==> config.mk <==
export PLATFORM = sky130hd
export DESIGN_NAME = des_keysched_seq
export DESIGN_NICKNAME = d
export VERILOG_FILES = /design/src/rtl/des_keysched_seq.sv
export SDC_FILE = /design/constraint.sdc
export NUM_CORES = 1
export LEC_CHECK = 0
export CAP_MARGIN = 15
export CORE_AREA = 2 2 154 156
export CTS_BUF_LIST = sky130_fd_sc_hd__clkbuf_16
export DETAILED_ROUTE_END_ITERATION = 8
export DIE_AREA = 0 0 156 158
export MAX_ROUTING_LAYER = met4
export PLACE_DENSITY = 0.85
export SLEW_MARGIN = 20
export SYNTH_ARGS = -nofsm -noshare
export SYNTH_HDL_FRONTEND = slang
export SYNTH_SLANG_ARGS = --single-unit
==> constraint.sdc <==
create_clock -name clk -period 8.13 [get_ports clk]
set_input_delay 1.626 -clock clk [delete_from_list [all_inputs] [get_ports clk]]
set_output_delay 1.626 -clock clk [all_outputs]
set_load 0.02 [all_outputs]
==> src/rtl/des_keysched_seq.sv <==
// des_keysched_seq: streams 16 DES round keys per key of a bundle over valid/ready; encrypt or decrypt order per key.
// Optional macro DES_KEYSCHED_PARITY_CHK_EN adds odd-parity checking of every key byte at accept.
module des_keysched_seq #(
  parameter int NUM_KEYS = 3
) (
  input  logic                    clk,
  input  logic                    rst,
  input  logic                    key_valid,
  output logic                    key_ready,
  input  logic [64*NUM_KEYS-1:0]  key_in,
  input  logic [NUM_KEYS-1:0]     mode_in,
  output logic                    rk_valid,
  input  logic                    rk_ready,
  output logic [47:0]             rk_data,
  output logic [3:0]              rk_round,
  output logic [1:0]              rk_key_idx,
  output logic                    rk_last,
  output logic                    parity_err
);
  localparam int PC1 [56] = '{57, 49, 41, 33, 25, 17, 9, 1, 58, 50, 42, 34, 26, 18,
                              10, 2, 59, 51, 43, 35, 27, 19, 11, 3, 60, 52, 44, 36,
                              63, 55, 47, 39, 31, 23, 15, 7, 62, 54, 46, 38, 30, 22,
                              14, 6, 61, 53, 45, 37, 29, 21, 13, 5, 28, 20, 12, 4};
  localparam int PC2 [48] = '{14, 17, 11, 24, 1, 5, 3, 28, 15, 6, 21, 10,
                              23, 19, 12, 4, 26, 8, 16, 7, 27, 20, 13, 2,
                              41, 52, 31, 37, 47, 55, 30, 40, 51, 45, 33, 48,
                              44, 49, 39, 56, 34, 53, 46, 42, 50, 36, 29, 32};
  typedef enum logic {IDLE, GEN} state_t;
  state_t state, state_nx;
  logic [NUM_KEYS-1:0][55:0] cd_in;
  logic [3:0][55:0] cd_pad, cd_q;
  logic [3:0] mode_pad, mode_q;
  logic [27:0] c, d;
  logic [55:0] cd, ld_cd;
  logic [47:0] rk;
  logic [3:0] rnd;
  logic [1:0] kidx, nk;
  logic accept, hs, last, ld_mode, two;
  function automatic logic [27:0] rot(input logic [27:0] x, input logic right, input logic by2);
    return right ? (by2 ? {x[1:0], x[27:2]} : {x[0], x[27:1]})
                 : (by2 ? {x[25:0], x[27:26]} : {x[26:0], x[27]});
  endfunction
  // PC-1 of every offered key; parity bits never reach the schedule
  for (genvar k = 0; k < NUM_KEYS; k++) begin : g_key
    for (genvar i = 0; i < 56; i++) begin : g_pc1
      assign cd_in[k][55-i] = key_in[64*k+64-PC1[i]];
    end
  end
  assign cd = {c, d};
  for (genvar i = 0; i < 48; i++) begin : g_pc2
    assign rk[47-i] = cd[56-PC2[i]];
  end
  always_comb begin
    cd_pad = '0;
    cd_pad[NUM_KEYS-1:0] = cd_in;
    mode_pad = '0;
    mode_pad[NUM_KEYS-1:0] = mode_in;
  end
  assign accept = key_valid & key_ready;
  assign hs = rk_valid & rk_ready;
  assign last = rnd == 4'd15 && kidx == 2'(NUM_KEYS - 1);
  assign nk = kidx + 2'd1;
  assign ld_cd = accept ? cd_in[0] : cd_q[nk];
  assign ld_mode = accept ? mode_in[0] : mode_q[nk];
  // single-step rotation before rounds 2, 9, 16 (and the matching decrypt beats)
  assign two = !(rnd == 4'd0 || rnd == 4'd7 || rnd == 4'd14);
  always_ff @(posedge clk)
    state <= rst ? IDLE : state_nx;
  always_comb
    state_nx = state == IDLE ? (accept ? GEN : IDLE) : (hs && last ? IDLE : GEN);
  always_comb begin
    key_ready = state == IDLE;
    rk_valid = state == GEN;
  end
  always_ff @(posedge clk)
    if (rst) begin
      cd_q <= '0;
      mode_q <= '0;
      c <= '0;
      d <= '0;
      rnd <= '0;
      kidx <= '0;
    end else if (accept || (hs && rnd == 4'd15 && !last)) begin
      c <= ld_mode ? ld_cd[55:28] : rot(ld_cd[55:28], 1'b0, 1'b0);
      d <= ld_mode ? ld_cd[27:0] : rot(ld_cd[27:0], 1'b0, 1'b0);
      rnd <= '0;
      kidx <= accept ? 2'd0 : nk;
      if (accept) begin
        cd_q <= cd_pad;
        mode_q <= mode_pad;
      end
    end else if (hs && !last) begin
      c <= rot(c, mode_q[kidx], two);
      d <= rot(d, mode_q[kidx], two);
      rnd <= rnd + 4'd1;
    end
  assign rk_data = rk_valid ? rk : '0;
  assign rk_round = rk_valid ? rnd : '0;
  assign rk_key_idx = rk_valid ? kidx : '0;
  assign rk_last = rk_valid & last;
`ifdef DES_KEYSCHED_PARITY_CHK_EN
  logic [8*NUM_KEYS-1:0] byte_bad;
  for (genvar j = 0; j < 8*NUM_KEYS; j++) begin : g_par
    assign byte_bad[j] = ~^key_in[8*j +: 8];
  end
  always_ff @(posedge clk)
    if (rst) parity_err <= 1'b0;
    else if (accept) parity_err <= |byte_bad;
`else
  logic unused_key;
  assign unused_key = ^key_in;
  assign parity_err = 1'b0;
`endif
endmodule

[After elaboration in Yosys (flattened, before gate mapping)]
Index checks and enable logic that the tools add are counted.
Word-level totals
  register bits: 234
  input bits: 199
  output and inout bits: 58
  logic and storage cells: 61
Operators by class
  $add $sub $neg: 2
  $lt $le $gt $ge: 2
  equal/unequal tests: 4
  multiplexer cells: 27
  bitwise logic cells: 4
  reductions and logical operators: 13
Operators by type and width (count)
  28-bit 2-to-1 mux: 12
  56-bit binary-select mux with 2-bit select: 1
  56-bit 2-to-1 mux: 2
  48-bit 2-to-1 mux: 1
  4-bit equality test (second input constant): 2
  2-bit by 3-bit < comparator with 1-bit output (second input constant): 2
  1-bit 2-to-1 mux: 6
  1-bit logical AND: 5
  4-bit by 1-bit adder with 4-bit output (second input constant): 1
  1-bit binary-select mux with 2-bit select: 2
  4-bit by 3-bit equality test with 1-bit output (second input constant): 1
  4-bit zero test: 1
  2-bit 2-to-1 mux: 2
  4-bit 2-to-1 mux: 1
  1-bit AND: 3
  1-bit logical OR: 3
  2-bit by 1-bit adder with 2-bit output (second input constant): 1
  2-bit equality test (second input constant): 1
  2-bit AND reduction: 1
  2-bit nonzero test: 1
  2-bit OR reduction: 1
  1-bit zero test: 1
  1-bit inverter: 1

[Depth between registers and ports, before layout]
  word-level depth: 7
  depth in mapped cells: 14
  depth with buffers taken out: 7

[Worst setup path after synthesis]
Ideal clock, no wire load.
  path type: register to output
  start point: register kidx[0]
  end point: output port rk_last
  data arrival time: 1.642 ns
  data required time: 6.504 ns
  path slack: 4.862 ns
  stages on the path, launching flop included: 8
  path buffers: 3
  path through: dfxtp_1 buf_2 clkinv_1 buf_2 buf_1 ha_1 nand4_1 nor2_1
On the way
  cells in the longest elaborated chain, start to end: 3
RTL lines
  from (decl): line 37  | logic [1:0] kidx, nk;
  from (signal assigned): line 87  | kidx <= accept ? 2'd0 : nk;
  2-bit equality test: line 61  | assign last = rnd == 4'd15 && kidx == 2'(NUM_KEYS - 1);
  1-bit logical AND: line 61
  1-bit AND: line 100  | assign rk_last = rk_valid & last;
  to (decl): line 17  | output logic rk_last,
Every way passes these cells.

[Worst setup path after layout]
  start point: register kidx[0]
  end point: register c[15]
On the way
  cells in the longest elaborated chain, start to end: 6
  elaborated cells between the ends (all ways): 20
  classes of those cells: add/sub (1); eq/ne (1); mux (12); reduce/logical (6)
RTL lines
  2-bit by 1-bit adder with 2-bit output / 2-bit equality test (equally long branches): line 62, 61
  56-bit binary-select mux with 2-bit select, or another cell as far along: line 63  | assign ld_cd = accept ? cd_in[0] : cd_q[nk];
  56-bit 2-to-1 mux (implied by the code), or another cell as far along: line 63
  56-bit 2-to-1 mux, or another cell as far along: line 63
  28-bit 2-to-1 mux / 1-bit logical OR (equally long branches): line 84, 83
  28-bit 2-to-1 mux / 2-bit nonzero test (equally long branches)
  to (signal assigned): line 84  | c <= ld_mode ? ld_cd[55:28] : rot(ld_cd[55:28], 1'b0, 1'b0);
  to (signal assigned): line 93  | c <= rot(c, mode_q[kidx], two);
  to (decl): line 33  | logic [27:0] c, d;
Parallel ways exist; a longest one is shown, timed or not. The select of a mux whose other input is x is not followed.
A chain may end at the register's enable or synchronous reset.

==> results.env <==
OUTCOME='completed'
SEQCELLAREA_SQ_MM=0.004686
ROUTED_WL_MICRONS=39770
GLOBAL_ROUTE.OVERFLOW_TOTAL=0
NUMCTSBUFFERS=24
SLOWEST_STAGE='a211oi_2'
WORST-SETUP-PATH-TYPE='reg -> reg'
GRT_SETUP_UNREPAIRED='no'
DESIGN.DIE.AREA_SQ_MM=0.02465
FINAL_COMMON_CELL='nand2_1'
YS_SEQ_AREA_SHARE_PCT=36.89
ROOT_BUFFER='clkbuf_16'
DIEHEIGHT_MICRONS=158
FINALSETUPTNS_PS=0
AREA_DELTA_SYNTH_FINAL_PCT=21.89
SWITCHINGPOWER_uW=845.8
MAX-SLEW-MARGIN-REL_PCT=27.64
SETUP_CLOCK_SKEW_AFTER_LAYOUT_PS=8.683
SYNTH_CELLS=1691
ROUTEDWLPERCELL_MICRONS=18.84
SEQPWRFRAC_PCT=44.9
MOST_FREQUENT_CELLS_IN_THE_LAYOUT='nand2_1, dfxtp_1, clkdlybuf4s50_1, a21oi_1, nand3_1'
CRITICAL_PATH.MAX_FANOUT=64
PERIOD_NEEDED_PS=4836
CRITPATHLAUNCH='kidx[0]'
FMAXACHIEVABLE_MHz=206.8
POWER.SHARE.COMBINATIONAL_PCT=19.4
CTS_RESIZED=0
DRV.MAX_CAP_VIOLATION_COUNT=0
I_O_PINS=257
HOLD_VIOL=0
IR_DROP_V=0.0001659
PLACEMENTROWS=56
FILLER_CELL_COUNT=1888
TIMING.CRITICAL_PATH.SLOWEST_CELL_DELAY_PS=860
SWITCHING_SHARE_PCT=29.62
MAX_SLEW.WORST_PIN.SLEW_PS=1085
GRT_PASS1_VIAS=11590
GRT_UTIL_ALL_LAYERS_PCT=31.50
AVGSYNTHCELLAREA_SQ_UM=7.509
SYNTH_FP_NETS=1894
DRTPASS1ITERATIONS=7
TOTAL_VIA_COUNT_IN_THE_ROUTED_DESIGN=13214
TIMING.CRITICAL_PATH.MODE_CELL='buf_4'
TIMING_MAX_TRANSITION_VIOLATIONS_FINAL=0
POSTSYNTH.TOPFLOPCELL='dfxtp_1'
DRTITER0DRC=1917
STATIC_POWER_DUE_TO_LEAKAGE_nW=5.852
HPWL_MICRONS=26620
CRITPATHBUFINV=3
FINAL_LAYOUT_SIZE_SUFFIX_GT1_SHARE_PCT=4.510
SETUP.WORST_PATH.START_CLASS='register'
TIMING.FINAL.CRIT_SHARE_PCT=59.48
CLK_TRANSITION_REPORTED_PATHS_PS=60
CTS_SINKS=234
FINAL_NET_COUNT=2003
POWER_DENSITY_mW_PER_MM2=184.5
GLOBALPLACE.CONGESTION=0.9509
POST-ROUTE-DRC-COUNT=0
PORTBUFFERS=231
SYNTH-EDFF-COUNT=0
INITIAL_ANTENNA_VIOLATION_COUNT=3
POSTSYNTH.ASYNCRESETSHARE_PCT=0
POWER_REPORT.INTERNAL_TOTAL_mW=2.010
YOSYSWARNINGS=0
MAX_BUFFERS_ROOT_TO_SINK=3
WORST_HOLD_STARTPOINT='cd_q[45]'
FINALSETUPVIOLATIONS=0
CRIT_REQUIRED_PS=8540
CLOCK_POWER_SHARE_PCT=35.8
HP-CLASS='reg -> reg'
POSTSYNTHREGISTERBITS=234
ANTENNA_LEFT=0
NETLIST_AREA_SQ_MM=0.01270
POWER_mW=2.855
STARTPOINT_OF_THE_LOWEST_SLACK_REGISTER_TO_REGISTER_PATH='kidx[0]'
GRT_START_MAX_NET_PINS=235
POST_SYNTH_NUM_CELL_TYPES=57
CTS-HTREE-LEVELS=1
CTS_TREE='yes'
CRITICAL_PATH.TOP_DELAY_FAMILY='compound AO/OA/AOI/OAI gates'
CORE-AREA_SQ_MM=0.02305
CTS_HOLD_BUF=0
GRT_FIRST_PASS_WIRELENGTH_MICRONS=61100
CLOCK_LATENCY_PS=520
DIE-WIDTH_MICRONS=156
POST-CTS-SETUP-BUFFER-COUNT=0
DETAIL_ROUTE.VIAS_PER_CELL=6.260
MULTI_INPUT_COMB_AREA_SQ_MM=0.007214
INITIAL_UTILIZATION_PCT=55.08
CRIT_ARRIVAL_PS=5240
CRITICAL_PATH.CELL_CHAIN='buf_4 -> clkinv_1 -> buf_4 -> ha_4 -> mux2_4 -> a211oi_2 -> or2_1 -> o211ai_1 -> a32o_1'
WORSTSETUPENDPOINTTYPE='register'
[synth_stat cells (all sizes together) (2+ instances only)]
cell / instances / share of area (%)
nand2: 469 / 14
dfxtp: 234 / 37
a21oi: 219 / 8.7
nand3: 109 / 4.3
buf: 87 / 4.1
clkbuf: 76 / 2.2
mux2i: 67 / 5.3
a31oi: 63 / 3.1
a32o: 54 / 4.3
o21ai: 53 / 2.1
and2: 51 / 2.5
nand3b: 43 / 2.5
nor2: 26 / 0.97
o211ai: 26 / 1.5
mux2: 13 / 1.2
a21o: 12 / 0.71
a221o: 10 / 0.79
nor3b: 10 / 0.59
inv: 6 / 0.18
nor2b: 6 / 0.30
o22ai: 6 / 0.30
a221oi: 5 / 0.34
nor4: 5 / 0.25
a21boi: 4 / 0.24
ha: 4 / 0.39
nor3: 3 / 0.21
o311ai: 3 / 0.21
and3: 2 / 0.099
and3b: 2 / 0.15
nand4: 2 / 0.099
o221a: 2 / 0.18
o32ai: 2 / 0.26
xnor2: 2 / 0.14
xor2: 2 / 0.14
[tightest hold or removal path: cells and delay by family, from the launching register on]
kind,cells,cell delay (ps)
DFF,1,310
and+or+nand+nor,1,50
AOI/OAI and AO/OA,1,50
[power groups by stage]
stage,Sequential (mW),Clock [mW],Combinational [mW]
2_1_floorplan,1.29,0,0.351
3_3_place_gp,1.30,0,0.523
3_5_place_dp,1.30,0,0.537
4_1_cts,1.28,1.03,0.540
5_1_grt,1.29,1.07,0.596
6_report,1.28,1.02,0.553
[per-layer routing]
layer  GRT usage (%)  part of all wire [%]
met5               -                     0
met4           8.388                   2.6
met3           4.325                    10
met2           46.02                    43
met1           45.72                    44
[stage by stage]
| step | util (%) | hold WS (ps) | setup WS, ps | cells | area [sq um] |
|---|---|---|---|---|---|
| 2_1_floorplan | - | 431.8 | 4862 | 1691 | 12700 |
| 6_report | 67.14 | 453.9 | 3294 | 2111 | 15480 |
| 3_3_place_gp | 63.91 | 438.2 | 3338 | 2063 | 14730 |
| 5_1_grt | 67.14 | 472.4 | 3219 | 2111 | 15480 |
| 3_5_place_dp | 64.00 | 445.2 | 3316 | 2064 | 14750 |
| 4_1_cts | 67.10 | 453.9 | 3493 | 2108 | 15470 |
[cell type report]
class | instances | area share, %
diodes | 3 | 0.04851
clock buffers | 25 | 4.042
well taps | 290 | 2.345
flip-flops and latches | 234 | 30.28
inverters | 7 | 0.1698
clock inverters | 19 | 0.5821
repair buffers | 246 | 15.92
multi-input cells | 1287 | 46.62
[kinds of logic (layout without fill, tap and decap cells)]
kind of cell               Yosys count  in the layout  share of synthesized area (%)
AOI/OAI and AO/OA                  466            466                          23.26
adders and majority gates            4              4                         0.3942
xor gates and xnor gates             4              4                         0.2760
and+or+nand+nor                    732            732                          26.14
buffers and inverters              170            297                          6.543
other                                1              4                        0.02953
muxes                               80             80                          6.464
DFF                                234            234                          36.89
[registers in the layout, indices dropped and copies added (netlist names)]
name and cells:
kidx 2, rnd 4, d 28, rk_valid 1, c 28, cd_q 168
mode_q 3
[worst paths after layout]
kind | cells after the start | slack (ps) | end
max | 9 | 3290 | c[15]
min | 2 | 450 | cd_q[45]
max reg2reg | 9 | 3290 | c[15]
min reg2reg | 2 | 450 | cd_q[45]
Power figures use the tool's default switching activity.
